===== src/rtl/hazard_scoreboard.sv =====
// Decode-stage hazard unit: EX load-use stall with load-to-store forwarding, plus a
// per-register pending-write scoreboard for out-of-order long-latency writebacks.
module hazard_scoreboard #(
  parameter int REG_ADDR_W      = 5,
  parameter int MAX_OUTSTANDING = 4,
  parameter int CNT_W           = 32,
  parameter int LOAD_STORE_FWD  = 1,
  parameter int WB_BYPASS       = 1
) (
  input  logic                                 clk_i,
  input  logic                                 rst_ni,
  input  logic                                 id_valid_i,
  input  logic [REG_ADDR_W-1:0]                id_rs1_i,
  input  logic [REG_ADDR_W-1:0]                id_rs2_i,
  input  logic                                 id_uses_rs1_i,
  input  logic                                 id_uses_rs2_i,
  input  logic [REG_ADDR_W-1:0]                id_rd_i,
  input  logic                                 id_writes_rd_i,
  input  logic                                 id_long_lat_i,
  input  logic                                 id_is_store_i,
  input  logic                                 ex_is_load_i,
  input  logic [REG_ADDR_W-1:0]                ex_rd_i,
  input  logic                                 wb_valid_i,
  input  logic [REG_ADDR_W-1:0]                wb_rd_i,
  output logic                                 stall_o,
  output logic                                 load_store_forward_sel_o,
  output logic                                 busy_o,
  output logic [$clog2(MAX_OUTSTANDING+1)-1:0] pending_count_o,
  output logic [CNT_W-1:0]                     stall_cycles_o,
  output logic                                 protocol_err_o
);

  localparam int NREG = 2 ** REG_ADDR_W;
  localparam int PCW  = $clog2(MAX_OUTSTANDING + 1);
  localparam logic [PCW-1:0] MAX_CNT = PCW'(MAX_OUTSTANDING);

  logic [NREG-1:0]  r_pending;
  logic [PCW-1:0]   r_count;
  logic [CNT_W-1:0] r_stall_cnt;
  logic             r_err;

  logic            w_id_active;
  logic            w_byp_rs1;
  logic            w_byp_rs2;
  logic            w_byp_rd;
  logic            w_hz_rs1;
  logic            w_hz_rs2;
  logic            w_hz_rd;
  logic            w_raw;
  logic            w_waw;
  logic            w_full;
  logic            w_lu1;
  logic            w_lu2;
  logic            w_fwd;
  logic            w_stall;
  logic            w_issue;
  logic            w_wb_hit;
  logic            w_wb_err;
  logic [NREG-1:0] w_pending_nxt;

  // Gating with rst_ni keeps the combinational outputs at 0 while reset is held.
  assign w_id_active = id_valid_i && rst_ni;

  // A same-cycle writeback of a source register resolves it (write-through file).
  assign w_byp_rs1 = (WB_BYPASS != 0) && wb_valid_i && (wb_rd_i == id_rs1_i);
  assign w_byp_rs2 = (WB_BYPASS != 0) && wb_valid_i && (wb_rd_i == id_rs2_i);
  assign w_byp_rd  = (WB_BYPASS != 0) && wb_valid_i && (wb_rd_i == id_rd_i);

  assign w_hz_rs1 = (id_rs1_i != '0) && r_pending[id_rs1_i] && !w_byp_rs1;
  assign w_hz_rs2 = (id_rs2_i != '0) && r_pending[id_rs2_i] && !w_byp_rs2;
  assign w_hz_rd  = (id_rd_i  != '0) && r_pending[id_rd_i]  && !w_byp_rd;

  assign w_raw  = w_id_active && ((id_uses_rs1_i && w_hz_rs1) || (id_uses_rs2_i && w_hz_rs2));
  assign w_waw  = w_id_active && id_writes_rd_i && w_hz_rd;
  assign w_full = w_id_active && id_long_lat_i && id_writes_rd_i && (id_rd_i != '0) &&
                  (r_count == MAX_CNT);

  assign w_lu1 = w_id_active && ex_is_load_i && (ex_rd_i != '0) && id_uses_rs1_i &&
                 (id_rs1_i == ex_rd_i);
  assign w_lu2 = w_id_active && ex_is_load_i && (ex_rd_i != '0) && id_uses_rs2_i &&
                 (id_rs2_i == ex_rd_i);

  // Only a store-data match can be forwarded; an address match still stalls.
  assign w_fwd = (LOAD_STORE_FWD != 0) && id_is_store_i && w_lu2 && !w_lu1;

  assign w_stall = w_raw || w_waw || w_full || w_lu1 || (w_lu2 && !w_fwd);

  assign w_issue = w_id_active && !w_stall && id_long_lat_i && id_writes_rd_i &&
                   (id_rd_i != '0);

  // wb_valid_i is a one-cycle completion strobe with no back-pressure: the unit always
  // consumes it; a writeback to a register with no pending write flags an error.
  assign w_wb_hit = wb_valid_i && (wb_rd_i != '0) && r_pending[wb_rd_i];
  assign w_wb_err = wb_valid_i && (wb_rd_i != '0) && !r_pending[wb_rd_i];

  always_comb begin
    w_pending_nxt = r_pending;
    if (w_wb_hit) w_pending_nxt[wb_rd_i] = 1'b0;
    // Set after clear so a same-register collision leaves the bit pending.
    if (w_issue) w_pending_nxt[id_rd_i] = 1'b1;
    w_pending_nxt[0] = 1'b0;
  end

  always_ff @(posedge clk_i or negedge rst_ni) begin
    if (!rst_ni) begin
      r_pending   <= '0;
      r_count     <= '0;
      r_stall_cnt <= '0;
      r_err       <= 1'b0;
    end else begin
      r_pending <= w_pending_nxt;
      if (w_issue && !w_wb_hit) begin
        r_count <= r_count + PCW'(1);
      end else if (w_wb_hit && !w_issue) begin
        r_count <= r_count - PCW'(1);
      end
      if (w_wb_err) r_err <= 1'b1;
      if (w_stall && (r_stall_cnt != '1)) r_stall_cnt <= r_stall_cnt + CNT_W'(1);
    end
  end

  assign stall_o                  = w_stall;
  assign load_store_forward_sel_o = w_fwd && !w_stall;
  assign busy_o                   = |r_pending;
  assign pending_count_o          = r_count;
  assign stall_cycles_o           = r_stall_cnt;
  assign protocol_err_o           = r_err;

endmodule

===== config.mk =====
export PLATFORM = sky130hd
export DESIGN_NAME = hazard_scoreboard
export DESIGN_NICKNAME = d
export VERILOG_FILES = /design/src/rtl/hazard_scoreboard.sv
export SDC_FILE = /design/constraint.sdc
export NUM_CORES = 1
export LEC_CHECK = 0
export BUFFER_PORTS_ARGS = -buffer_cell sky130_fd_sc_hd__buf_2
export CAP_MARGIN = 20
export CORE_MARGIN = 4
export CORE_UTILIZATION = 60
export DETAILED_ROUTE_END_ITERATION = 10
export PLACE_DENSITY = 0.84
export SLEW_MARGIN = 40
export SYNTH_ARGS = -nofsm -noshare
export SYNTH_HDL_FRONTEND = slang
export SYNTH_SLANG_ARGS = --single-unit
export TNS_END_PERCENT = 100

===== constraint.sdc =====
create_clock -name clk_i -period 5.7 [get_ports clk_i]
set_clock_uncertainty 0.05 [all_clocks]
set_input_delay 0.285 -clock clk_i [delete_from_list [all_inputs] [get_ports clk_i]]
set_output_delay 0.285 -clock clk_i [all_outputs]
set_load 0.03 [all_outputs]

==> run summary, run 1 <==
Post-Syn Nets: 508
1st-iter DRT viols: 643
Arrival @ worst endpoint: 3.99 ns
met3 Usage GRT: 8.91%
via count: 4,368
CP Capture Type: flop
Core ar.: 7410 sq um
worst slew pin tran: 0.599 ns
DIE WIDTH: 96.3 microns
WL final: 13,100 microns
Yosys top cell by area: dfrtp_1
Clk Latency, worst-skew pair: 0.35 ns
Ports: 74
H-tree levels: 3
post-DR wirelength/cell: 20.6 microns
ant diodes: 0
end point of the critical path: pending_count_o[1]
CP max FO: 44
Seq/Total Area, Yosys: 35.8%
post-route antenna net violation count: 0
area of the die: 9270 sq um
Netlist cell types: 55
grt ovf: 0
M1 GR Usage: 38.9%
Row Count: 31
unrepaired setup endpoints after global routing: false
reg2reg end: pending_count_o[2]
Worst R2R Start: r_pending[15]
crit path from: rst_ni
Synth Warn #: 0
filler cell count: 566
Pleak: 2.32 nW
crit share post-route: 66.8%
Root Buffer: clkbuf_8
VDD IR max: 209 uV
gr usage total: 29.4%
post-layout utilization of the core: 70.7%
share of layout cells above drive strength 1: 23.9%
first-pass GRT wire length: 20,900 microns
#FFs+latches synth: 67
Reg2Reg Setup Slack: 2.12 ns
count of final hold-check violations: 0
TritonCTS clock tree: built
number of clock sinks: 67
worst hold path type: primary input to flop
Mapped Area: 4680 sq um
post-layout min period: 3.81 ns
Area growth syn-to-layout: 12.0%
gpl congestion: 0.983
detailed placer's ending HPWL: 9180 microns
vias in the first global route: 4,213
Hold WS: 0.324 ns
Mean Syn Cell Area: 9.95 sq um
drt pass-1 iters: 6
CTS clk-pin slew, worst paths: 0.08 ns
met2 usage: 45.1%
GRT Max-Usage Layer: met2
Starting Density: 63.1%
Final nets: 568
DRC errors left: 0
Cell Pwr Density: 255 nW/um^2
status: completed
WP data required: 5.89 ns
largest net degree at the start of global routing: 45
top_reg_cell synth: dfrtp_1
CTS max path bufs: 2
depth of the most critical reg-to-reg path: 12
Worst slew margin: 60.1%
initial antenna violation count: 0
Die Ht: 96.3 microns
async set-reset flop share out of synthesis: 100%
max-cap viol count: 0
Setup-failing EPs final: 0
CTS Buf Count: 9
setup TNS: 0 ns
FMAX: 263 MHz
fin. max-slew vios: 0
Synth area leaders: dfrtp_1, mux4_2, xor2_1
IO buf count: 73
vias per cell: 6.89
Post-synth EDFFs: 0
Synth Instances: 470
top-area cell type share of the netlist area: 35.8%
Setup CP Type: primary input to flop
startpoint types: primary input
-- Yosys cell counts, drive strengths merged (4+ instances only) --
cell / number
nand2b: 4
nor2: 16
clkbuf: 14
nand4b: 5
or3: 4
nor4: 23
dfrtp: 67
mux2: 4
nand4: 15
nand2: 22
nor3: 16
nor3b: 5
buf: 15
a31oi: 4
nor4b: 5
a21oi: 6
and3: 5
inv: 7
o21ai: 65
mux2i: 23
mux4: 20
xor2: 44
nor2b: 8
and4: 4
nand3: 17
xnor2: 15
nand3b: 9
or3b: 4
-- worst max-delay path, stage by stage --
cell,delay [ns]
dlygate4sd3_1,0.52
buf_2,0.11
buf_4,0.46
nand4_1,0.19
a21oi_2,0.50
a31oi_1,0.16
o21a_1,0.14
and4b_1,0.19
buf_4,0.25
and2_1,0.22
ha_1,0.22
inv_1,0.07
fa_1,0.40
mux2_2,0.26
-- stage by stage --
| stage | instances | cell area [sq um] | setup slack, ns | power (mW) |
|---|---|---|---|---|
| after floorplan | 470 | 4680 | 2.39 | 0.846 |
| after global placement | 617 | 5040 | 2.02 | 0.947 |
| after detailed placement | 617 | 5040 | 1.89 | 0.962 |
| after CTS | 634 | 5240 | 1.89 | 1.34 |
| after global routing | 634 | 5240 | 1.63 | 1.40 |
| final | 634 | 5240 | 1.89 | 1.34 |
-- worst min-delay path by stage --
| stage | slack [ns] | from | end | cells after the start |
|---|---|---|---|---|
| 5_1_grt | 0.36 | id_rd_i[2] | r_pending[6] | 3 |
| 4_1_cts | 0.31 | wb_valid_i | protocol_err_o | 4 |
| 3_3_place_gp | 0.26 | rst_ni | stall_cycles_o[29] | 2 |
| 2_1_floorplan | -0.06 | rst_ni | pending_count_o[0] | 0 |
| 6_report | 0.32 | wb_valid_i | protocol_err_o | 4 |
| 3_5_place_dp | 0.28 | rst_ni | stall_cycles_o[29] | 2 |
-- state kept, by name, summed over array words and instances (netlist names) --
register         flops
stall_cycles_o      32
r_pending           31
pending_count_o      3
protocol_err_o       1
-- cell families after synthesis --
kind of cell    after synthesis  synth area share (%)
mux                          47                  15.5
simple gates                168                  22.0
fa+ha+maj                     3                 0.963
xor+xnor                     59                  11.0
buf+inv                      36                  3.82
flops                        67                  35.8
compound gates               90                  10.8
-- layout make-up --
type | count | area, sq um | area share, %
multi-input combinational | 367 | 2820 | 53.9
sequential | 67 | 1680 | 32.0
timing repair buffer | 78 | 405 | 7.74
clock buffer | 10 | 138 | 2.63
tap | 99 | 124 | 2.36
clock inverter | 6 | 47.5 | 0.907
inverter | 7 | 26.3 | 0.501
-- what timing repair did --
action | 4_1_cts | 5_1_grt
hold buffers | 1 | 0
hold endpoints to repair | 67 | 0
buffers inserted | 0 | 0
gates resized for setup | 0 | 0
-- metal layers --
| layer | routed length [microns] | vias to the layer above | part of all wire, % |
|---|---|---|---|
| li1 | - | 1899 | - |
| met1 | 5050 | 2093 | 39 |
| met3 | 1670 | 53 | 13 |
| met2 | 5980 | 323 | 46 |
| met4 | 388 | 0 | 3.0 |
| met5 | 0 | - | 0 |
-- cells in the final DEF (no fill, tap or decap), drive strengths merged, types with 5 or more instances in the layout --
master,Yosys,routed
nor4,23,23
mux2i,23,23
nor3b,5,5
xnor2,15,15
dfrtp,67,67
clkbuf,14,10
nand4b,5,5
nand2,22,22
inv,7,9
nor3,16,16
buf,15,77
nand4,15,15
mux4,20,20
xor2,44,44
nor2b,8,8
nand3b,9,9
a21oi,6,6
nor4b,5,5
nor2,16,16
o21ai,65,65
and3,5,5
nand3,17,17
-- where the power goes --
| group | internal (mW) | switching, mW | total, mW |
|---|---|---|---|
| sequential | 0.526 | 0.0818 | 0.608 |
| combinational | 0.138 | 0.213 | 0.351 |
| clock | 0.174 | 0.204 | 0.377 |
| total | 0.837 | 0.499 | 1.34 |
Power figures use the tool's default switching activity.
==> run 2, diff against run 1 <==
--- a/config.mk
+++ b/config.mk
@@ -5,12 +5,13 @@
 export SDC_FILE = /design/constraint.sdc
 export NUM_CORES = 1
 export LEC_CHECK = 0
+export ABC_AREA = 1
 export BUFFER_PORTS_ARGS = -buffer_cell sky130_fd_sc_hd__buf_2
 export CAP_MARGIN = 20
 export CORE_MARGIN = 4
 export CORE_UTILIZATION = 60
 export DETAILED_ROUTE_END_ITERATION = 10
-export PLACE_DENSITY = 0.84
+export PLACE_DENSITY = 0.82
 export SLEW_MARGIN = 40
 export SYNTH_ARGS = -nofsm -noshare
 export SYNTH_HDL_FRONTEND = slang
==> constraint.sdc (replaced) <==
create_clock -name clk_i -period 3.75 [get_ports clk_i]
set_clock_uncertainty 0.05 [all_clocks]
set_input_delay 0.1875 -clock clk_i [delete_from_list [all_inputs] [get_ports clk_i]]
set_output_delay 0.1875 -clock clk_i [all_outputs]
set_load 0.03 [all_outputs]
==> run 2 against run 1 <==
Net effect: core utilization down 3.0 points; sequential share of layout area shrank 7.0 points; count of clock-buffer cells in the layout rose by 2; final area grew 28%; synthesized cell count rose by 110%; combinational power increased by 81%; routed wire length grew 63%; setup slack worse by 1.6 ns; area after synthesis rose by 33%; flip-flop and latch count is the same; final cell count grew 87%; total power is 70% higher; critical endpoint is now pending_count_o[2]; largest power group unchanged.
==> run summary, run 2 <==
Yosys top cell by area: dfrtp_1
Root Buffer: clkbuf_8
Core ar.: 9910 sq um (+34%)
worst slew pin tran: 0.677 ns (+0.0781 ns)
FMAX: 288 MHz
CTS clk-pin slew, worst paths: 0.08 ns (about the same)
Reg2Reg Setup Slack: 0.42 ns (-1.70 ns)
#FFs+latches synth: 67 (unchanged)
drt pass-1 iters: 6 (unchanged)
setup TNS: 0 ns (unchanged)
post-CTS resize count: 0 (unchanged)
Crit-path slowest cell: dlygate4sd3_1
async set-reset flop share out of synthesis: 100% (unchanged)
critical path, cell by cell: dlygate4sd3_1 > buf_2 > nand2_1 > nor2_1 > nand2_1 > inv_1 > nand2_1 > inv_2 > nand2_1 > nand2_1 > nor2_1 > nand2_1 > inv_2 > nand2_8 > nor2_1 > ha_1 > inv_1 > fa_1 > a21oi_1 > o21ai_0 > xor2_1
IO buf count: 73 (unchanged)
worst hold path type: primary input to flop
largest net degree at the start of global routing: 53 (+18%)
post-route worst setup slack: 0.272 ns (-1.62 ns)
DIE WIDTH: 110 microns (+14%)
post-DR wirelength/cell: 17.9 microns (-13%)
status: completed
initial antenna violation count: 0 (unchanged)
Worst path max stage delay: 0.52 ns (about the same)
most frequent cells in the layout: nand2_1, nor2_1, nand3_1, inv_1, buf_2
cell with the most instances after synthesis: nand2_1
gr usage total: 36.4% (+7.0 points)
Bufs and invs on worst path: 6 (+1)
Post-Layout Cell Count: 1,187 (+87%)
1st-iter DRT viols: 874 (+36%)
Clk Latency, worst-skew pair: 0.36 ns (about the same)
vias in the first global route: 6,460 (+53%)
vias per cell: 6.00 (-13%)
Sequential Area: 1680 sq um (unchanged)
Starting Density: 62.6% (-0.57 points)
Pleak: 3.37 nW (+45%)
Post-Place Cell Area: 6460 sq um (+28%)
top_reg_cell synth: dfrtp_1
DRC errors left: 0 (unchanged)
WL final: 21,300 microns (+63%)
crit share post-route: 92.7%
TritonCTS clock tree: built
number of clock sinks: 67 (unchanged)
Synth Instances: 1,003 (+110%)
Row Count: 36 (+16%)
Post-Syn Nets: 1,041 (+100%)
Setup-failing EPs final: 0 (unchanged)
Placed Cells: 1,170 (+90%)
Area growth syn-to-layout: 8.29%
VDD IR max: 256 uV (+23%)
startpoint types: primary input
total chip power: 2.28 mW (+70%)
Seq/Total Area, Yosys: 27.0% (-8.8 points)
first-pass GRT wire length: 33,800 microns (+62%)
ant diodes: 0 (unchanged)
Post-synth EDFFs: 0 (unchanged)
share of layout cells above drive strength 1: 12.4% (-11 points)
Mapped Area: 6200 sq um (+33%)
Multi-input gate area: 3800 sq um (+35%)
CP Capture Type: flop
grt ovf: 0 (unchanged)
Setup CP Type: primary input to flop
Synth area leaders: dfrtp_1, nand2_1, nand3_1
count of final hold-check violations: 0 (unchanged)
CTS Buf Count: 9 (unchanged)
post-layout min period: 3.48 ns
max-cap viol count: 0 (unchanged)
WP data required: 3.95 ns (-1.94 ns)
H-tree levels: 3 (unchanged)
filler cell count: 960 (+70%)
Mean Syn Cell Area: 6.18 sq um (-38%)
Ports: 74 (unchanged)
CP max FO: 37 (-16%)
Arrival @ worst endpoint: 3.67 ns (-0.32 ns)
Final nets: 1,087 (+91%)
Critical Path Most Common Cell: nand2_1
Worst slew margin: 54.8% (-5.3 points)
area of the die: 12,000 sq um (+30%)
via count: 7,120 (+63%)
unrepaired setup endpoints after global routing: false
Synth Warn #: 0 (unchanged)
detailed placer's ending HPWL: 15,500 microns (+68%)
CTS max path bufs: 2 (unchanged)
max reg flops: 32 (unchanged)
fin. max-slew vios: 0 (unchanged)
post-route antenna net violation count: 0 (unchanged)
Top delay family on crit path: buffers and inverters
top-area cell type share of the netlist area: 27.0% (-8.8 points)
cell area after layout: 6720 sq um (+28%)
pre-CTS setup slack: 0.303 ns (-1.58 ns)
most common cell after layout, fill and taps aside: nand2_1
Post-synth top cells: nand2_1, nor2_1, nand3_1
Cell Pwr Density: 339 nW/um^2 (+33%)
gpl congestion: 1.06 (+8.3%)
post-layout utilization of the core: 67.8% (-3.0 points)
Hold WS: 0.200 ns (-0.124 ns)
Die Ht: 110 microns (+14%)
Netlist cell types: 42 (-24%)
==> run 2: where the power goes <==
group	switching [mW]	internal, mW	leakage [nW]
logic	0.451	0.183	2.34
registers	0.0941	0.786	0.910
clock network	0.302	0.461	0.117
==> run 2: cell type report <==
| class | instances | share of cell area (%) |
|---|---|---|
| well taps | 133 | 2.48 |
| clock buffers | 12 | 2.16 |
| flip-flops and latches | 67 | 25.0 |
| inverters | 105 | 5.87 |
| repair buffers | 82 | 6.48 |
| clock inverters | 4 | 1.45 |
| multi-input cells | 784 | 56.6 |
==> run 2: logic make-up (layout without fill, tap and decap cells) <==
family,after synthesis,in the layout,synth area share [%]
xor+xnor,35,35,4.94
compound gates,74,74,6.90
fa+ha+maj,3,3,0.726
buf+inv,152,203,11.7
flops,67,67,27.0
mux,1,1,0.182
simple gates,671,671,48.5
==> run 2: metal layers <==
metal,track usage (%),vias up,part of all wire (%)
li1,-,3367,-
met1,53.8,3210,43
met2,51.0,469,41
met3,9.22,74,12
met4,13.2,0,3.3
met5,0,-,0
==> run 2: path summary, 6_finish.rpt <==
check	from	end	depth (start not counted)
min reg2reg	protocol_err_o	protocol_err_o	1
max	rst_ni	pending_count_o[2]	21
min	wb_valid_i	protocol_err_o	3
max in group asynchronous	rst_ni	r_pending[15]	4
min in group asynchronous	rst_ni	r_pending[20]	3
max reg2reg	r_pending[11]	pending_count_o[2]	19
==> run 2: tightest hold or removal path, cell delays in order <==
cell and delay [ns]:
buf_2 0.14, o21ai_0 0.15, o21bai_1 0.10
==> run 2: repair_timing <==
action,CTS,global route
hold endpoints to repair,15,0
buffers inserted,0,0
hold buffers,1,0
